--- config.mk ---
export PLATFORM = sky130hd
export DESIGN_NAME = find_bkt_lvl_ctrl
export DESIGN_NICKNAME = d
export VERILOG_FILES = /design/src/rtl/find_bkt_lvl_ctrl.sv
export SDC_FILE = /design/constraint.sdc
export NUM_CORES = 1
export LEC_CHECK = 0
export CORE_UTILIZATION = 52
export DETAILED_ROUTE_END_ITERATION = 10
export GPL_TIMING_DRIVEN = 0
export PLACE_DENSITY = 0.91
export RECOVER_POWER = 25
export SYNTH_ARGS = -nofsm -noshare
export SYNTH_HDL_FRONTEND = slang
export SYNTH_SLANG_ARGS = --single-unit
--- constraint.sdc ---
create_clock -name clk -period 3.8 [get_ports clk]
set_clock_uncertainty 0.05 [all_clocks]
set_input_delay 0.38 -clock clk [delete_from_list [all_inputs] [get_ports clk]]
set_output_delay 0.38 -clock clk [all_outputs]
set_load 0.05 [all_outputs]
--- src/rtl/find_bkt_lvl_ctrl.sv ---
// Find-backtrack-level initiator: scans the latched level-state array from the
// clamped max level downward, writes the backtrack update and returns the result.
// Build option FIND_BKT_PARALLEL_EN: single-cycle priority-encoded scan instead of
// the serial one-level-per-cycle scan (results and writes are identical).
//
//  state    | meaning
//  ---------+------------------------------------------------------------
//  IDLE     | waiting for start_i; result outputs held at 0
//  SCAN     | searching latched copy for deepest level with has_bkt = 0
//  WRITE    | one-cycle write strobe of levels L..lim, apply_bkt_o pulse
//  RESP     | res_valid_o held with result until res_ready_i
module find_bkt_lvl_ctrl #(
    parameter int NUM_LVLS         = 8,
    parameter int WIDTH_LVL        = 16,
    parameter int WIDTH_BIN_ID     = 10,
    parameter int WIDTH_LVL_STATES = 11
) (
    input  logic                                 clk,
    input  logic                                 rst,
    input  logic                                 start_i,
    input  logic [WIDTH_LVL-1:0]                 max_lvl_i,
    input  logic [WIDTH_LVL_STATES*NUM_LVLS-1:0] lvl_states_i,
    output logic                                 busy_o,
    output logic [NUM_LVLS-1:0]                  wr_states_o,
    output logic [WIDTH_LVL_STATES*NUM_LVLS-1:0] lvl_states_o,
    output logic                                 apply_bkt_o,
    output logic                                 res_valid_o,
    input  logic                                 res_ready_i,
    output logic                                 found_o,
    output logic [WIDTH_LVL-1:0]                 bkt_lvl_o,
    output logic [WIDTH_BIN_ID-1:0]              bkt_bin_o
);

    localparam int W  = WIDTH_LVL_STATES;
    localparam int SW = WIDTH_LVL_STATES * NUM_LVLS;
    localparam int PW = (NUM_LVLS > 1) ? $clog2(NUM_LVLS) : 1;

    localparam logic [1:0] ST_IDLE  = 2'd0;
    localparam logic [1:0] ST_SCAN  = 2'd1;
    localparam logic [1:0] ST_WRITE = 2'd2;
    localparam logic [1:0] ST_RESP  = 2'd3;

    logic [1:0]              state_q,      state_d;
    logic [SW-1:0]           states_q,     states_d;
    logic [PW-1:0]           lim_q,        lim_d;
    logic [PW-1:0]           ptr_q,        ptr_d;
    logic [NUM_LVLS-1:0]     wr_states_q,  wr_states_d;
    logic [SW-1:0]           lvl_states_q, lvl_states_d;
    logic                    apply_q,      apply_d;
    logic                    res_valid_q,  res_valid_d;
    logic                    found_q,      found_d;
    logic [WIDTH_LVL-1:0]    bkt_lvl_q,    bkt_lvl_d;
    logic [WIDTH_BIN_ID-1:0] bkt_bin_q,    bkt_bin_d;

    logic [NUM_LVLS-1:0]     has_bkt;
    logic [PW-1:0]           lim_clamp;
    logic [PW-1:0]           tgt;
    logic                    hit;
    logic                    miss;
    logic [W-1:0]            tgt_slice;
    logic [NUM_LVLS-1:0]     wr_mask;
    logic [SW-1:0]           wr_data;

    assign lim_clamp = (max_lvl_i > WIDTH_LVL'(NUM_LVLS - 1)) ? PW'(NUM_LVLS - 1)
                                                              : max_lvl_i[PW-1:0];

    always_comb begin
        has_bkt = '0;
        for (int l = 0; l < NUM_LVLS; l++) begin
            has_bkt[l] = states_q[l*W];
        end
    end

`ifdef FIND_BKT_PARALLEL_EN
    // Ascending loop so the highest qualifying level wins; level 0 never qualifies.
    always_comb begin
        hit = 1'b0;
        tgt = '0;
        for (int l = 1; l < NUM_LVLS; l++) begin
            if ((PW'(l) <= lim_q) && !has_bkt[l]) begin
                hit = 1'b1;
                tgt = PW'(l);
            end
        end
        miss = !hit;
    end
`else
    always_comb begin
        tgt  = ptr_q;
        miss = (ptr_q == '0);
        hit  = !miss && !has_bkt[ptr_q];
    end
`endif

    always_comb begin
        tgt_slice = '0;
        wr_mask   = '0;
        wr_data   = '0;
        for (int l = 0; l < NUM_LVLS; l++) begin
            if (PW'(l) == tgt) begin
                tgt_slice = states_q[l*W +: W];
            end
        end
        for (int l = 0; l < NUM_LVLS; l++) begin
            wr_mask[l] = (PW'(l) >= tgt) && (PW'(l) <= lim_q);
            if (PW'(l) == tgt) begin
                wr_data[l*W +: W] = {tgt_slice[W-1:1], 1'b1};
            end
        end
    end

    always_comb begin
        state_d      = state_q;
        states_d     = states_q;
        lim_d        = lim_q;
        ptr_d        = ptr_q;
        wr_states_d  = '0;
        lvl_states_d = '0;
        apply_d      = 1'b0;
        res_valid_d  = res_valid_q;
        found_d      = found_q;
        bkt_lvl_d    = bkt_lvl_q;
        bkt_bin_d    = bkt_bin_q;
        case (state_q)
            ST_IDLE: begin
                if (start_i) begin
                    states_d = lvl_states_i;
                    lim_d    = lim_clamp;
                    ptr_d    = lim_clamp;
                    state_d  = ST_SCAN;
                end
            end
            ST_SCAN: begin
                if (hit) begin
                    state_d      = ST_WRITE;
                    ptr_d        = tgt;
                    wr_states_d  = wr_mask;
                    lvl_states_d = wr_data;
                    apply_d      = 1'b1;
                    found_d      = 1'b1;
                    bkt_lvl_d    = WIDTH_LVL'(tgt);
                    bkt_bin_d    = tgt_slice[W-1:1];
                end else if (miss) begin
                    state_d     = ST_RESP;
                    res_valid_d = 1'b1;
                    found_d     = 1'b0;
                    bkt_lvl_d   = '0;
                    bkt_bin_d   = '0;
                end else begin
                    ptr_d = ptr_q - 1'b1;
                end
            end
            ST_WRITE: begin
                state_d     = ST_RESP;
                res_valid_d = 1'b1;
            end
            ST_RESP: begin
                if (res_ready_i) begin
                    state_d     = ST_IDLE;
                    res_valid_d = 1'b0;
                    found_d     = 1'b0;
                    bkt_lvl_d   = '0;
                    bkt_bin_d   = '0;
                end
            end
            default: begin
                state_d = ST_IDLE;
            end
        endcase
    end

    always_ff @(posedge clk or negedge rst) begin
        if (!rst) begin
            state_q      <= ST_IDLE;
            states_q     <= '0;
            lim_q        <= '0;
            ptr_q        <= '0;
            wr_states_q  <= '0;
            lvl_states_q <= '0;
            apply_q      <= 1'b0;
            res_valid_q  <= 1'b0;
            found_q      <= 1'b0;
            bkt_lvl_q    <= '0;
            bkt_bin_q    <= '0;
        end else begin
            state_q      <= state_d;
            states_q     <= states_d;
            lim_q        <= lim_d;
            ptr_q        <= ptr_d;
            wr_states_q  <= wr_states_d;
            lvl_states_q <= lvl_states_d;
            apply_q      <= apply_d;
            res_valid_q  <= res_valid_d;
            found_q      <= found_d;
            bkt_lvl_q    <= bkt_lvl_d;
            bkt_bin_q    <= bkt_bin_d;
        end
    end

    assign busy_o       = (state_q != ST_IDLE);
    assign wr_states_o  = wr_states_q;
    assign lvl_states_o = lvl_states_q;
    assign apply_bkt_o  = apply_q;
    assign res_valid_o  = res_valid_q;
    assign found_o      = found_q;
    assign bkt_lvl_o    = bkt_lvl_q;
    assign bkt_bin_o    = bkt_bin_q;

endmodule

==> impl_metrics.py <==
metrics = {
    "cts": {
        "cts.path.max_buffers": 3,
        "ctsHtreeMaxLevel": 1,
        "tritoncts": "built",
        "insertion_delay_ps": 480,
        "tritoncts.num_buffers": 21,
        "clk_root_buffer_cell": "clkbuf_16",
        "worst_setup_hold_path_clk_slew_ps": 60,
        "clock_sinks": 208,
        "postCtsSetupBuffers": 0,
    },
    "global_route": {
        "number_of_global_route_vias_before_repair": 6307,
        "grt_pass1_wl_mm": 35.0,
        "grt_start_max_net_pins": 110,
        "gr-usage-all-layers_pct": 27.7,
        "grt.overflow.total": 0,
        "number_of_antenna_violations_at_the_first_check_in_global_routing": 1,
    },
    "timing": {
        "timing.final.max_slew_violations": 109,
        "setup_tns_after_final_layout_ps": 0,
        "fin_crit_sh_pct": 93.2,
        "rsz0062_at_grt": "false",
        "worst_slew_pin_slew_ps": 2690,
        "finalSetupViolations": 0,
        "timing.final.hold_violations": 0,
        "final_ws_setup_ps": 259,
        "final.min_clock_period_ps": 3540,
        "max_freq_ghz": 0.282,
        "timing.max_slew.rel_slack_pct": -79.0,
    },
    "synth": {
        "synth_sequential_area_ratio_pct": 61.5,
        "avgSynthCellArea_um2": 12.5,
        "post_synth_inst_count": 674,
        "async_reset_ff_share_pct": 100,
        "yosys.area.top_type": "dfrtp_1",
        "yosys-top-cells-area": "dfrtp_1 (62%), mux2_2 (12%), nor2_1 (2.8%), inv_1 (1.6%), clkbuf_1 (1.2%)",
        "synth-edff-count": 0,
        "synth.distinct_cells": 54,
        "yosys_register_bits": 208,
        "synth_area_um2": 8460,
        "synth.yosys.warnings": 0,
        "netlist.area_leader.share_pct": 61.5,
        "dominantRegCellSynth": "dfrtp_1",
    },
    "route": {
        "firstDrtPassIters": 4,
        "final_wirelength_mm": 22.6,
        "first_iter_violations": 379,
        "drcViolationCount": 0,
        "wire_per_inst_um": 19.2,
        "routed-via-count": 6317,
        "avgViaCountPerCell": 5.39,
        "drtAntennaViolNets": 0,
    },
    "min_path": {
        "min_to": "found_o",
        "worstHoldPathType": "register to register",
        "hp-start": "found_o",
        "worstHoldPathCells": 1,
    },
    "worst_setup_path": {
        "cpMaxStageDelayCell": "a21boi_0",
        "cp_num_buf_inv": 4,
        "crit_top_cell": "buf_2",
        "worst_path_largest_cell_delay_ps": 640,
        "worst-endpoint-required_ps": 4070,
        "cp_cell_sequence": "buf_2 -> inv_1 -> ha_1 -> buf_2 -> clkbuf_1 -> a221oi_1 -> o22ai_1 -> a21boi_0 -> nor2_1",
        "r2r_start": "ptr_q[0]",
        "regToRegEndpoint": "lvl_states_o[64]",
        "r2r_slack_ps": 260,
        "critPathCaptureType": "register",
        "crit_arrival_ps": 3810,
        "timing.critical_path.fanout_max": 10,
        "startpoint_types": "register",
        "timing.reg2reg.worst_path_depth": 9,
        "timing.setup.critical_path_class": "register to register",
        "critical_path.top_delay_family": "compound AO/OA/AOI/OAI gates",
    },
    "cells_and_area": {
        "ratio_of_cells_with_drive_above_1_in_the_final_layout_pct": 17.9,
        "post-route-util_pct": 73.7,
        "filler_cell_count": 1046,
        "finalNetCount": 1058,
        "num_antenna_cells": 0,
        "finalInstanceArea_um2": 11700,
        "areaGrowthSynthToFinish_pct": 38.4,
    },
    "placed_design": {
        "place.detailed.hpwl_mm": 16.6,
        "placed_cell_area_um2": 11000,
        "gp_congestion": 0.851,
        "number_of_i_o_port_buffers": 220,
        "place_worst_setup_slack_ps": 322,
    },
    "die": {
        "io_pins": 234,
        "horizontal_extent_of_the_die_um": 130,
        "rows": 46,
        "starting_utilization_of_the_core_area_pct": 53.2,
        "coreArea_um2": 15900,
        "die_area_um2": 16800,
        "chipHeight_um": 130,
    },
    "power_and_ir_drop": {
        "power-per-cell-area_nw_per_um2": 794,
        "peakVddDrop_mv": 0.402,
        "power.leakage_nw": 5.26,
    },
    "flow_run": {
        "timing.max_cap.violations": 1,
    },
    "status": {
        "failed_checks": "max-capacitance violations, max-slew violations",
        "run_status": "finished, violations left",
    },
}
[synth_stat cells (all sizes together) (2+ instances only)]
cell,instances
a21o,13
and2,14
clkbuf,27
o32a,2
nor2b,12
buf,28
o22ai,10
nand2b,3
a21oi,11
nor3,2
nor2,72
o21ai,16
and3,2
o2bb2ai,10
nor4,2
inv,35
ha,8
a2111oi,10
o211ai,2
nand4,2
mux2,93
a221oi,11
a21boi,10
dfrtp,208
a22oi,10
o32ai,2
nand3,6
nand3b,10
nand2,25
a22o,3
[where the power goes]
part | total [mW] | leakage (nW) | internal [mW] | switching [mW]
logic | 3.99 | 2.29 | 1.56 | 2.42
clock network | 1.98 | 0.319 | 1.15 | 0.831
registers | 3.33 | 2.66 | 2.89 | 0.433
[what timing repair did]
item / CTS / global route
hold buffers: 1 / 0
gates resized for setup: 0 / 0
endpoints found under the hold margin: 108 / 0
[per-layer routing]
metal | up-vias | track usage, % | routed length (µm)
met5 | - | 0 | 0
met4 | 0 | 9.03 | 573
met3 | 40 | 4.50 | 1680
met2 | 293 | 48.0 | 11300
met1 | 3146 | 35.6 | 8960
li1 | 2838 | - | -
[how the worst max path moves through the flow]
stage,from,to,slack (ps),cells past startpoint
after floorplan,ptr_q[0],bkt_bin_o[5],1490,10
after detailed placement,ptr_q[0],bkt_bin_o[2],320,9
after CTS,ptr_q[0],lvl_states_o[64],380,9
after global placement,rst,states_q[47],-5960,1
after global routing,ptr_q[0],bkt_bin_o[9],120,9
final,ptr_q[0],lvl_states_o[64],260,9
[through the flow]
stage,cells,total power [mW],hold slack [ps]
floorplan,697,5.94,34.4
global placement,1133,7.12,411
detailed placement,1134,7.27,435
CTS,1172,9.27,450
global route,1172,9.76,447
finish,1172,9.29,448
[layout by cell type (no fill, tap or decap), types with 11 or more instances in the layout]
cell / Yosys / layout
nor2_1: 63 / 63
clkbuf_1: 27 / 31
mux2_2: 92 / 92
a21o_1: 13 / 13
buf_4: 13 / 13
a21oi_1: 11 / 11
and2_1: 14 / 14
inv_1: 35 / 35
clkbuf_16: 0 / 21
nand2_1: 24 / 24
conb_1: 1 / 24
dfrtp_1: 208 / 208
clkdlybuf4s50_1: 0 / 219
o21ai_0: 15 / 15
a221oi_1: 11 / 11
nor2b_1: 12 / 12
[kinds of logic after synthesis]
logic type | count (synthesis) | share of synthesized area, %
DFF | 208 | 61.5
and+or+nand+nor | 154 | 9.23
AOI/OAI and AO/OA | 120 | 10.5
muxes | 93 | 12.4
buffers and inverters | 90 | 5.07
adders and majority gates | 8 | 1.18
other | 1 | 0.0443
[worst reg2reg max path, stage by stage (launching register included)]
cell and delay, ps:
dfrtp_1 450, buf_2 220, inv_1 190, ha_1 170, buf_2 200, clkbuf_1 490, a221oi_1 240, o22ai_1 550
a21boi_0 640, nor2_1 180
[final cells by class]
class / instances / area, µm² / area share [%]
flip-flops and latches: 208 / 5200 / 44.5
plain buffers: 55 / 298 / 2.54
multi-input cells: 399 / 2910 / 24.8
well taps: 216 / 270 / 2.31
clock inverters: 9 / 77.6 / 0.663
inverters: 35 / 131 / 1.12
clock buffers: 28 / 582 / 4.97
repair buffers: 222 / 2230 / 19.1
[sequential cells by signal, summed over array words and instances (netlist names)]
name          flops
lim_q             3
bkt_lvl_o         3
state_q           2
wr_states_o       8
found_o           1
ptr_q             3
apply_bkt_o       1
res_valid_o       1
bkt_bin_o        10
states_q         88
lvl_states_o     88
No activity file was read; power rests on OpenSTA's default activity.
